`config.mk`:
```
export PLATFORM = sky130hd
export DESIGN_NAME = mem_access_ctrl
export DESIGN_NICKNAME = d
export VERILOG_FILES = /design/src/rtl/mem_access_pkg.sv /design/src/rtl/byte_bank.sv /design/src/rtl/mem_access_ctrl.sv
export SDC_FILE = /design/constraint.sdc
export NUM_CORES = 2
export LEC_CHECK = 0
export BUFFER_PORTS_ARGS = -buffer_cell sky130_fd_sc_hd__buf_4
export CAP_MARGIN = 40
export CORE_MARGIN = 5
export CORE_UTILIZATION = 40
export DETAILED_ROUTE_END_ITERATION = 8
export HOLD_SLACK_MARGIN = 0.1
export PLACE_DENSITY = 0.58
export SLEW_MARGIN = 0
export SYNTH_ARGS = -nofsm -noshare
export SYNTH_HDL_FRONTEND = slang
export SYNTH_HIERARCHICAL = 1
export SYNTH_SLANG_ARGS = --single-unit
```
`constraint.sdc`:
```
create_clock -name clk -period 6.2 [get_ports clk]
set_input_delay 1.24 -clock clk [delete_from_list [all_inputs] [get_ports clk]]
set_output_delay 1.24 -clock clk [all_outputs]
set_load 0.05 [all_outputs]
```
`src/rtl/mem_access_pkg.sv`:
```
// mem_access_pkg: types shared by the memory access controller and its bench.
//   mode_e   - access size encoding on the 'mode' port
//   state_e  - controller FSM state, also visible on the state_dbg port
//   mode_bytes() - number of bytes moved by one access of a given size
package mem_access_pkg;

    typedef enum logic [1:0] {
        MODE_BYTE = 2'd0,
        MODE_HALF = 2'd1,
        MODE_FULL = 2'd2,
        MODE_RSVD = 2'd3
    } mode_e;

    typedef enum logic [1:0] {
        IDLE   = 2'd0,
        ACCESS = 2'd1,
        WAIT   = 2'd2,
        DONE   = 2'd3
    } state_e;

    localparam int unsigned WAIT_CNT_W = 4;

    // A reserved mode moves a full word; its access is rejected anyway.
    function automatic int unsigned mode_bytes(input mode_e m, input int unsigned lanes);
        case (m)
            MODE_BYTE: return 1;
            MODE_HALF: return 2;
            default:   return lanes;
        endcase
    endfunction

endpackage

```
`src/rtl/byte_bank.sv`:
```
// byte_bank: one byte-wide synchronous RAM lane.
//   clk  - clock
//   we   - write enable, din is stored at addr on the rising edge
//   addr - row address
//   din  - write byte
//   dout - registered read of addr (read-before-write on a same-edge write)
// Contents are not reset.
module byte_bank #(
    parameter int unsigned DEPTH = 128,
    parameter int unsigned AW    = 7
) (
    input  logic          clk,
    input  logic          we,
    input  logic [AW-1:0] addr,
    input  logic [7:0]    din,
    output logic [7:0]    dout
);

    logic [7:0] mem_q [DEPTH];
    logic [7:0] dout_q;

    always_ff @(posedge clk) begin
        if (we) begin
            mem_q[addr] <= din;
        end
        dout_q <= mem_q[addr];
    end

    assign dout = dout_q;

endmodule

```
`src/rtl/mem_access_ctrl.sv`:
```
// mem_access_ctrl: byte-laned, big-endian memory with a small access FSM
// (IDLE -> ACCESS -> WAIT -> DONE). An access starts on a 0->1 edge of the
// registered enable; moc pulses 3 + WAIT_CYCLES cycles after the cycle in
// which enable rose.
//
// Ports
//   clk, reset          - clock, asynchronous active-high reset
//   enable              - request strobe (edge triggered)
//   read_write          - 1 read, 0 write
//   address             - byte address
//   mode                - 0 byte, 1 halfword, 2 full width, 3 reserved
//   sign_ext            - sign-extend byte/halfword reads
//   data_in             - right-justified write data
//   data_out            - right-justified read data, held until next good read
//   moc                 - one-cycle completion pulse
//   busy                - high from accept through the moc cycle
//   err                 - pulses with moc when the access was rejected
//   state_dbg           - current FSM state
//
// Build option: MEM_ACCESS_ALIGN_CHECK_EN rejects misaligned halfword and
// full-width accesses instead of aligning them down.
//
// Handshake: a request is one enable rise with all request fields stable at
// the accept edge; completion is the single-cycle moc pulse. A request made
// while busy is dropped, and enable must be seen low before it can rise again.
module mem_access_ctrl
    import mem_access_pkg::*;
#(
    parameter int unsigned ADDR_W      = 9,
    parameter int unsigned LANES       = 4,
    parameter int unsigned WAIT_CYCLES = 1
) (
    input  logic                 clk,
    input  logic                 reset,
    input  logic                 enable,
    input  logic                 read_write,
    input  logic [ADDR_W-1:0]    address,
    input  logic [1:0]           mode,
    input  logic                 sign_ext,
    input  logic [8*LANES-1:0]   data_in,
    output logic [8*LANES-1:0]   data_out,
    output logic                 moc,
    output logic                 busy,
    output logic                 err,
    output state_e               state_dbg
);

    localparam int unsigned DW     = 8 * LANES;
    localparam int unsigned LANE_W = $clog2(LANES);
    localparam int unsigned ROW_W  = ADDR_W - LANE_W;
    localparam int unsigned DEPTH  = 1 << ROW_W;

    state_e                 state_q, state_d;
    logic                   enable_q, enable_d;
    logic                   en_prev_q, en_prev_d;
    logic                   armed_q, armed_d;
    logic [WAIT_CNT_W-1:0]  cnt_q, cnt_d;
    logic                   rw_q, rw_d;
    mode_e                  mode_q, mode_d;
    logic                   sext_q, sext_d;
    logic [ADDR_W-1:0]      addr_q, addr_d;
    logic [DW-1:0]          wdata_q, wdata_d;
    logic [DW-1:0]          data_out_q, data_out_d;
    logic                   moc_q, moc_d;
    logic                   busy_q, busy_d;
    logic                   err_q, err_d;

    logic                   rise;
    logic                   reject;
    logic [ADDR_W-1:0]      base_addr;
    logic [LANE_W-1:0]      start_lane;
    logic [LANE_W:0]        nbytes;
    logic [LANE_W-1:0]      k_l;
    logic [LANE_W-1:0]      pos_l;
    logic [LANES-1:0]       lane_sel;
    logic [LANES-1:0]       lane_we;
    logic [7:0]             lane_wdata [LANES];
    logic [7:0]             lane_rdata [LANES];
    logic [ROW_W-1:0]       bank_addr;
    logic [DW-1:0]          rd_raw;
    logic [DW-1:0]          rd_ext;

    // ------------------------------------------------------------------
    // Lane mapping for the captured request. Aligned accesses never cross
    // a row, so every selected lane shares one row address. Big-endian:
    // the lane at the lowest address carries the most-significant byte.
    // ------------------------------------------------------------------
    always_comb begin
        base_addr = addr_q;
        if (mode_q == MODE_HALF) begin
            base_addr[0] = 1'b0;
        end else if (mode_q == MODE_FULL || mode_q == MODE_RSVD) begin
            base_addr[LANE_W-1:0] = '0;
        end
        start_lane = base_addr[LANE_W-1:0];
        nbytes     = (LANE_W+1)'(mode_bytes(mode_q, LANES));

        reject = (mode_q == MODE_RSVD);
`ifdef MEM_ACCESS_ALIGN_CHECK_EN
        if ((mode_q == MODE_HALF && addr_q[0]) ||
            (mode_q == MODE_FULL && addr_q[LANE_W-1:0] != '0)) begin
            reject = 1'b1;
        end
`endif

        rd_raw = '0;
        k_l    = '0;
        pos_l  = '0;
        for (int i = 0; i < LANES; i++) begin
            k_l           = LANE_W'(i) - start_lane;
            pos_l         = LANE_W'(nbytes - 1'b1) - k_l;
            lane_sel[i]   = (LANE_W'(i) >= start_lane) && ({1'b0, k_l} < nbytes);
            lane_wdata[i] = wdata_q[{pos_l, 3'b000} +: 8];
            lane_we[i]    = (state_q == ACCESS) && !rw_q && !reject && lane_sel[i];
            if (lane_sel[i]) begin
                rd_raw[{pos_l, 3'b000} +: 8] = lane_rdata[i];
            end
        end

        rd_ext = rd_raw;
        if (mode_q == MODE_BYTE) begin
            for (int b = 8; b < DW; b++) begin
                rd_ext[b] = sext_q & rd_raw[7];
            end
        end else if (mode_q == MODE_HALF) begin
            for (int b = 16; b < DW; b++) begin
                rd_ext[b] = sext_q & rd_raw[15];
            end
        end
    end

    // The row read is launched on the accept edge straight from the port
    // address, so the bank outputs are already valid during ACCESS and the
    // result can be registered on any exit into DONE, including WAIT_CYCLES=0.
    // Alignment only clears bits below the lane field, so the row is the same.
    assign bank_addr = (state_q == IDLE) ? address[ADDR_W-1:LANE_W]
                                         : addr_q[ADDR_W-1:LANE_W];

    for (genvar g = 0; g < LANES; g++) begin : g_bank
        byte_bank #(
            .DEPTH (DEPTH),
            .AW    (ROW_W)
        ) u_bank (
            .clk   (clk),
            .we    (lane_we[g]),
            .addr  (bank_addr),
            .din   (lane_wdata[g]),
            .dout  (lane_rdata[g])
        );
    end

    // ------------------------------------------------------------------
    // Next-state logic.
    // armed_q blocks an enable that is already high out of reset from
    // counting as an edge; it sets once enable has been seen low.
    // ------------------------------------------------------------------
    always_comb begin
        state_d    = state_q;
        enable_d   = enable;
        en_prev_d  = enable_q;
        armed_d    = armed_q | ~enable;
        cnt_d      = cnt_q;
        rw_d       = rw_q;
        mode_d     = mode_q;
        sext_d     = sext_q;
        addr_d     = addr_q;
        wdata_d    = wdata_q;
        data_out_d = data_out_q;
        moc_d      = 1'b0;
        err_d      = 1'b0;
        busy_d     = busy_q;

        rise = enable_q & ~en_prev_q & armed_q;

        case (state_q)
            IDLE: begin
                busy_d = 1'b0;
                if (rise) begin
                    state_d = ACCESS;
                    busy_d  = 1'b1;
                    rw_d    = read_write;
                    mode_d  = mode_e'(mode);
                    sext_d  = sign_ext;
                    addr_d  = address;
                    wdata_d = data_in;
                end
            end
            ACCESS: begin
                if (WAIT_CYCLES == 0) begin
                    state_d = DONE;
                    moc_d   = 1'b1;
                    err_d   = reject;
                    if (rw_q && !reject) begin
                        data_out_d = rd_ext;
                    end
                end else begin
                    state_d = WAIT;
                    cnt_d   = WAIT_CNT_W'(WAIT_CYCLES);
                end
            end
            WAIT: begin
                if (cnt_q <= WAIT_CNT_W'(1)) begin
                    cnt_d   = '0;
                    state_d = DONE;
                    moc_d   = 1'b1;
                    err_d   = reject;
                    if (rw_q && !reject) begin
                        data_out_d = rd_ext;
                    end
                end else begin
                    cnt_d = cnt_q - 1'b1;
                end
            end
            DONE: begin
                state_d = IDLE;
                busy_d  = 1'b0;
            end
            default: begin
                state_d = IDLE;
                busy_d  = 1'b0;
            end
        endcase
    end

    always_ff @(posedge clk or posedge reset) begin
        if (reset) begin
            state_q    <= IDLE;
            enable_q   <= 1'b0;
            en_prev_q  <= 1'b0;
            armed_q    <= 1'b0;
            cnt_q      <= '0;
            rw_q       <= 1'b0;
            mode_q     <= MODE_BYTE;
            sext_q     <= 1'b0;
            addr_q     <= '0;
            wdata_q    <= '0;
            data_out_q <= '0;
            moc_q      <= 1'b0;
            busy_q     <= 1'b0;
            err_q      <= 1'b0;
        end else begin
            state_q    <= state_d;
            enable_q   <= enable_d;
            en_prev_q  <= en_prev_d;
            armed_q    <= armed_d;
            cnt_q      <= cnt_d;
            rw_q       <= rw_d;
            mode_q     <= mode_d;
            sext_q     <= sext_d;
            addr_q     <= addr_d;
            wdata_q    <= wdata_d;
            data_out_q <= data_out_d;
            moc_q      <= moc_d;
            busy_q     <= busy_d;
            err_q      <= err_d;
        end
    end

    assign data_out  = data_out_q;
    assign moc       = moc_q;
    assign busy      = busy_q;
    assign err       = err_q;
    assign state_dbg = state_q;

endmodule
```
After elaboration in Yosys (flattened, before gate mapping). Memories as Yosys holds them, arrays and structs flattened. A register that Yosys moved wholly into a read port is not among the register bits. Cells that the tools add are included.

Output and inout port bits: 37. Logic and storage cells: 124. Memories: 4. Bits in registers: 89. RAM bits: 4096.

Memory list: g_bank[0].u_bank.mem_q (words 128, width 8, read ports 1, clocked after memory_dff 1, wr ports 1, line byte_bank.sv:19) `logic [7:0] mem_q [DEPTH];`; g_bank[1].u_bank.mem_q (words 128, width 8, read ports 1, clocked after memory_dff 1, wr ports 1, line byte_bank.sv:19); g_bank[2].u_bank.mem_q (words 128, width 8, read ports 1, clocked after memory_dff 1, wr ports 1, line byte_bank.sv:19); g_bank[3].u_bank.mem_q (words 128, width 8, read ports 1, clocked after memory_dff 1, wr ports 1, line byte_bank.sv:19).

Eq/ne operators: 8. Reductions and logical operators: 21. Muxes and demuxes: 34. Magnitude comparators: 9. Shift operators: 12. Add/subtract/negate cells: 14. Bitwise logic cells: 8.

Operators with widths (count): $mux 32 (4); $shift 8x7->32 const A (4); $shiftx 32x6->8 (4); $shiftx 8x7->32 (4); $bwmux 32 (3); $and 32x32->32 (1); $mux 16 (2); $neg 5->7 (4); $mux 1 (15); $lt 2x3->1 (4); $logic_and 1x1->1 (11); $eq 2x2->1 const B (4); $mux 8 (1); $pmux 2 s4 (1); $pmux 4 s2 (1); $sub 2x2->2 (4); $mux 7 (1); $mux 2 (3); $pmux 3 s2 (1); $and 1x1->1 (4); $eq 2x1->1 const B (2); $ge 1x2->1 const A (2); $ge 2x2->1 const A (2); $le 4x1->1 const B (1); 15 further kinds (23).

Longest topological paths before layout.
Word-level depth: 19. Depth in mapped cells: 19. Gate-level depth less buffers: 15.

By module. The synthesis kept the hierarchy.

Modules (own cells, without submodules): byte_bank (area an instance 40433.8 um^2, times used 4, seq. area each 30909.6 um^2, cells each 2475); mem_access_ctrl (area an instance 6439.9 um^2, times used 1, seq. area each 2227.1 um^2, cells each 602).

Least setup slack after synthesis. Ideal clock, no wire load.

Path kind: reg-to-reg. Start point: register mode_q[1]. End point: register data_out_q[17] (netlist: data_out[17]). Path buffers: 3. Clock period less this slack: 4.490 ns. Cell stages (with the launch flop): 18. Arrival: 4.424 ns. Setup slack: 1.710 ns. Data required time: 6.134 ns. Cell sequence: dfrtp_1 or2_2 clkbuf_1 inv_1 nand2_1 ha_1 xnor2_1 xor2_1 clkinv_1 clkbuf_1 ha_1 or4b_4 a211oi_4 a221o_1 o211ai_2 o21ai_2 buf_6 o22a_1.

Cells in the longest elaborated chain, start to end: 19.

Ends and longest elaborated chain: start, declared (line mem_access_ctrl.sv:59) `mode_e mode_q, mode_d;`; start signal, assigned (line mem_access_ctrl.sv:248) `mode_q <= mode_d;`; $eq 2x2->1 (on tied branches) (line mem_access_ctrl.sv:92, mem_access_ctrl.sv:98); $logic_or 1x1->1 (line mem_access_ctrl.sv:92) `end else if (mode_q == MODE_FULL || mode_q == MODE_RSVD) begin`; $mux 2 (line mem_access_ctrl.sv:92); $mux 1 (line mem_access_ctrl.sv:90) `if (mode_q == MODE_HALF) begin`; $sub 1x2->2 (line mem_access_ctrl.sv:110) `k_l = LANE_W'(i) - start_lane;`; $sub 2x2->2 (line mem_access_ctrl.sv:111) `pos_l = LANE_W'(nbytes - 1'b1) - k_l;`; $neg 5->7 (line mem_access_ctrl.sv:116) `rd_raw[{pos_l, 3'b000} +: 8] = lane_rdata[i];`; $shiftx 8x7->32 / $shift 8x7->32 (equally long branches) (line mem_access_ctrl.sv:116); (+3 left out); $mux 32 (line mem_access_ctrl.sv:115) `if (lane_sel[i]) begin`; $bwmux 32 (line mem_access_ctrl.sv:116); $mux 32 (line mem_access_ctrl.sv:115); $bwmux 32 (line mem_access_ctrl.sv:116); $mux 32 (line mem_access_ctrl.sv:115); $and 1x1->1 (line mem_access_ctrl.sv:127) `rd_ext[b] = sext_q & rd_raw[15];`; $mux 16 (line mem_access_ctrl.sv:125) `end else if (mode_q == MODE_HALF) begin`; $mux 16 (line mem_access_ctrl.sv:121) `if (mode_q == MODE_BYTE) begin`; end signal, assigned (line mem_access_ctrl.sv:252) `data_out_q <= data_out_d;`; end, declared (line mem_access_ctrl.sv:63) `logic [DW-1:0] data_out_q, data_out_d;`.

Parallel ways exist; a longest one is shown, timed or not. A chain may end at the register's enable or synchronous reset.

Worst setup path after layout.
Start point: register mode_q[1]. End point: register data_out_q[30] (netlist: data_out[30]).

Same word-level chain as after synthesis.

==> flow_summary.yaml <==
outcome:
  outcome: "finished, final reports clean"
setup_path:
  required_ns: 7.13
  critical-path-max-stage-delay_ns: 0.55
  timing.critical_path.max_delay_family: "compound AO/OA/AOI/OAI gates"
  crit_type: "flop to flop"
  highest_fanout_seen_on_the_critical_path: 16
  timing.critical_path.arrival_ns: 6.28
  crit_path_top_cell_by_count: "sky130_fd_sc_hd__ha_1"
  worstPathCellList: "or2_2, inv_1, nand2_1, ha_1, xnor2_1, xor2_1, clkinv_1, ha_1, or4b_4, a211oi_4, a221o_1, o211ai_2, o21ai_2, o22a_1"
  worstPathBufferInverterCount: 2
  crit_slowest_cell: "sky130_fd_sc_hd__clkinv_1"
  worstSetupStartpointType: "flop"
  endpoint_kind: "flop"
die:
  io_pins: 85
  initial_core_util_pct: 40.1
  die_w_um: 658
  chipHeight_um: 658
  die_area_sq_um: 434000
  core_area_sq_um: 420000
  row_count: 238
global_routing:
  met1_usage_pct: 33.0
  grt.overflow.total: 0
  grt_busiest_layer: "met2"
  grt_util_met2_pct: 37.7
  grt_pass1_wl_mm: 772
  via_count_of_the_first_global_routing_pass: 103000
  grtUsageTotal_pct: 24.2
  grt_util_met3_pct: 4.97
  pin_count_of_the_biggest_net_entering_global_routing: 129
  antenna_found_initial: 46
cells_and_area:
  fill_cells: 35900
  postLayoutCellArea_sq_um: 193000
  finalNonFillerCells: 16900
  drive_gt1_share_pct: 17.3
  areaGrowthSynthToFinish_pct: 14.5
  area_used_by_multi_input_combinational_logic_sq_um: 38200
  final_net_count: 11100
  layout.area.seq_sq_um: 126000
synth:
  synth_top_cells_by_area: "sky130_fd_sc_hd__edfxtp_1 (73%), sky130_fd_sc_hd__a221oi_1 (4.7%), sky130_fd_sc_hd__nor2_1 (2.2%)"
  synth.distinct_cells: 96
  yosysWarnings: 6
  synth_commonest_cells: "sky130_fd_sc_hd__edfxtp_1 (4096), sky130_fd_sc_hd__nor2_1 (981), sky130_fd_sc_hd__a221oi_1 (895), sky130_fd_sc_hd__a21oi_1 (549), sky130_fd_sc_hd__nand2_1 (493)"
  async_reset_ff_share_pct: 2.11
  synth_area_per_cell_sq_um: 16.0
  postSynthRegisterBits: 4217
  synth.yosys.seq_area_share_pct: 74.8
  synth-edff-count: 4096
  syn_nets: 10600
  synth_area_sq_um: 168000
  post-synth-top-area-fraction_pct: 73.1
  synth_ff_type: "sky130_fd_sc_hd__edfxtp_1"
  synthCells: 10500
  yosysMostFrequentCell: "sky130_fd_sc_hd__edfxtp_1"
  netlist.top_cell.by_area: "sky130_fd_sc_hd__edfxtp_1"
clocking:
  path_clk_slew_ns: 0.06
  clkLatencyLatePin_ns: 1.01
  cts-root-to-sink-buffers: 4
  clock_tree_from_tritoncts: "done"
  clockRootBuffer: "sky130_fd_sc_hd__clkbuf_16"
  ctsResizeCount: 0
  total_clock_buffers_created_by_cts: 425
  number_of_hold_repair_buffers_added_at_the_cts_stage: 0
  clock_sink_count: 4217
  htreeDepth: 5
  post-cts-setup-buffers: 0
timing:
  postLayoutSetupSlackWorst_ns: 0.849
  rsz_0062_raised_after_global_routing: "false"
  timing.fmax_ghz: 0.187
  finalMaxSlewViolations: 0
  fin_crit_ns: 5.35
  worst_slew_margin_rel_pct: 30.7
  finClkSkew_ns: 0.0933
  final-hold-violation-count: 0
  period_share_pct: 86.3
  worst_pin_slew_ns: 1.04
  timing.setup.tns_ns: 0
  finalSetupViolCount: 0
place:
  port-buffer-count: 84
  post_dp_cell_area_sq_um: 179000
  routabilityCongestion: 0.932
  place_inst: 16100
  dp_hpwl_mm: 341
  dp_slack_ns: 0.934
hold_path:
  timing.hold.worst.class: "input port to async pin"
routing:
  post_drt_via_cell_ratio: 6.27
  first_pass_iteration_count_of_the_detailed_router: 8
  wirelength_mm: 542
  vias: 106000
  drc: 0
  post_drt_wl_per_cell_um: 32.1
  drt-initial-drc-count: 14100
  route.antenna.remaining_nets: 0
run:
  max_cap_viol_count: 0
## layout by cell type (no fill, tap or decap), types with 42 or more instances in the layout
| master | n |
|---|---|
| sky130_fd_sc_hd__edfxtp_1 | 4096 |
| sky130_fd_sc_hd__nor2_1 | 977 |
| sky130_fd_sc_hd__a221oi_1 | 895 |
| sky130_fd_sc_hd__buf_4 | 804 |
| sky130_fd_sc_hd__a21oi_1 | 549 |
| sky130_fd_sc_hd__nand2_1 | 493 |
| sky130_fd_sc_hd__clkbuf_16 | 435 |
| sky130_fd_sc_hd__o21ai_0 | 331 |
| sky130_fd_sc_hd__a22oi_1 | 300 |
| sky130_fd_sc_hd__mux2_2 | 286 |
| sky130_fd_sc_hd__mux2i_1 | 244 |
| sky130_fd_sc_hd__a22o_1 | 164 |
| sky130_fd_sc_hd__clkbuf_1 | 106 |
| sky130_fd_sc_hd__o22ai_1 | 97 |
| sky130_fd_sc_hd__dfrtp_1 | 89 |
| sky130_fd_sc_hd__a221o_1 | 88 |
| sky130_fd_sc_hd__clkinv_1 | 87 |
| sky130_fd_sc_hd__nand3_1 | 72 |
| sky130_fd_sc_hd__o221ai_1 | 68 |
| sky130_fd_sc_hd__nor3_1 | 67 |
| sky130_fd_sc_hd__o22a_1 | 66 |
| sky130_fd_sc_hd__clkinv_2 | 64 |
| sky130_fd_sc_hd__buf_12 | 60 |
| sky130_fd_sc_hd__o211ai_1 | 47 |
| sky130_fd_sc_hd__a211oi_1 | 45 |
| sky130_fd_sc_hd__mux4_2 | 44 |
| sky130_fd_sc_hd__nor2b_1 | 42 |
## final timing paths
kind / start / to / slack, ns / cells after the start
worst max-delay path: mode_q[1]$_DFFE_PP0P_ / data_out[30]$_DFFE_PP0P_ / 0.85 / 14
worst min-delay path: reset / data_out[24]$_DFFE_PP0P_ / 0.24 / 2
worst max register to register: mode_q[1]$_DFFE_PP0P_ / data_out[30]$_DFFE_PP0P_ / 0.85 / 14
worst min register to register: en_prev_d$_DFF_PP0_ / en_prev_q$_DFF_PP0_ / 0.41 / 0
max in group asynchronous: reset / wdata_q[19]$_DFFE_PP0P_ / 4.73 / 4
min in group clk: enable / en_prev_d$_DFF_PP0_ / 0.36 / 1
## state kept, by name, indices dropped and copies added (netlist names), 2 cells and up
signal and cells:
wdata_q 32, mode_q 2, g_bank.u_bank/dout 32, g_bank.u_bank/mem_q 4096, addr_q 9, state_dbg 2
cnt_q 4, data_out 32
## area by class of cell
| cell class | instances | area share (%) |
|---|---|---|
| sequential | 4217 | 65.3 |
| multi-input combinational | 5437 | 19.8 |
| clock buffer | 551 | 5.93 |
| timing repair buffer | 893 | 4.02 |
| tap | 5520 | 3.59 |
| clock inverter | 228 | 1.20 |
| inverter | 33 | 0.0702 |
| antenna | 29 | 0.0377 |
## worst reg2reg max path: cells and delay by family, from the launching register on
kind                       cells  cell delay, ns
AOI/OAI and AO/OA              5            1.33
xor gates and xnor gates       2            0.69
adders and majority gates      2            0.76
buffers and inverters          2            0.89
DFF                            1            0.46
and+or+nand+nor                3            1.15
## through the flow
step	util (%)	hold WS (ns)
after floorplan	-	0.374
after global placement	42.3	0.387
after detailed placement	42.6	0.397
after CTS	45.9	0.161
after global routing	45.9	0.211
final	45.9	0.239
## metal layers
layer | up-vias | part of all wire (%)
met5 | - | 0.015
met4 | 12 | 4.8
met3 | 1149 | 10
met2 | 6635 | 46
met1 | 54500 | 39
li1 | 43700 | -
## logic make-up (layout without fill, tap and decap cells)
family,Yosys count,in the layout,share of synthesized area [%]
AND/OR/NAND/NOR,1880,1880,4.88
flip-flops,4217,4217,74.8
XOR/XNOR,6,6,0.0312
AO/OA/AOI/OAI,2883,2883,12.8
buffers and inverters,848,1705,2.64
other,0,29,0
multiplexers,632,632,4.57
adder cells (fa/ha/maj),36,36,0.268
Power is left out: the tool's default activity adds up to more than one toggle a clock period on the data nets, which glitch-free logic cannot reach.
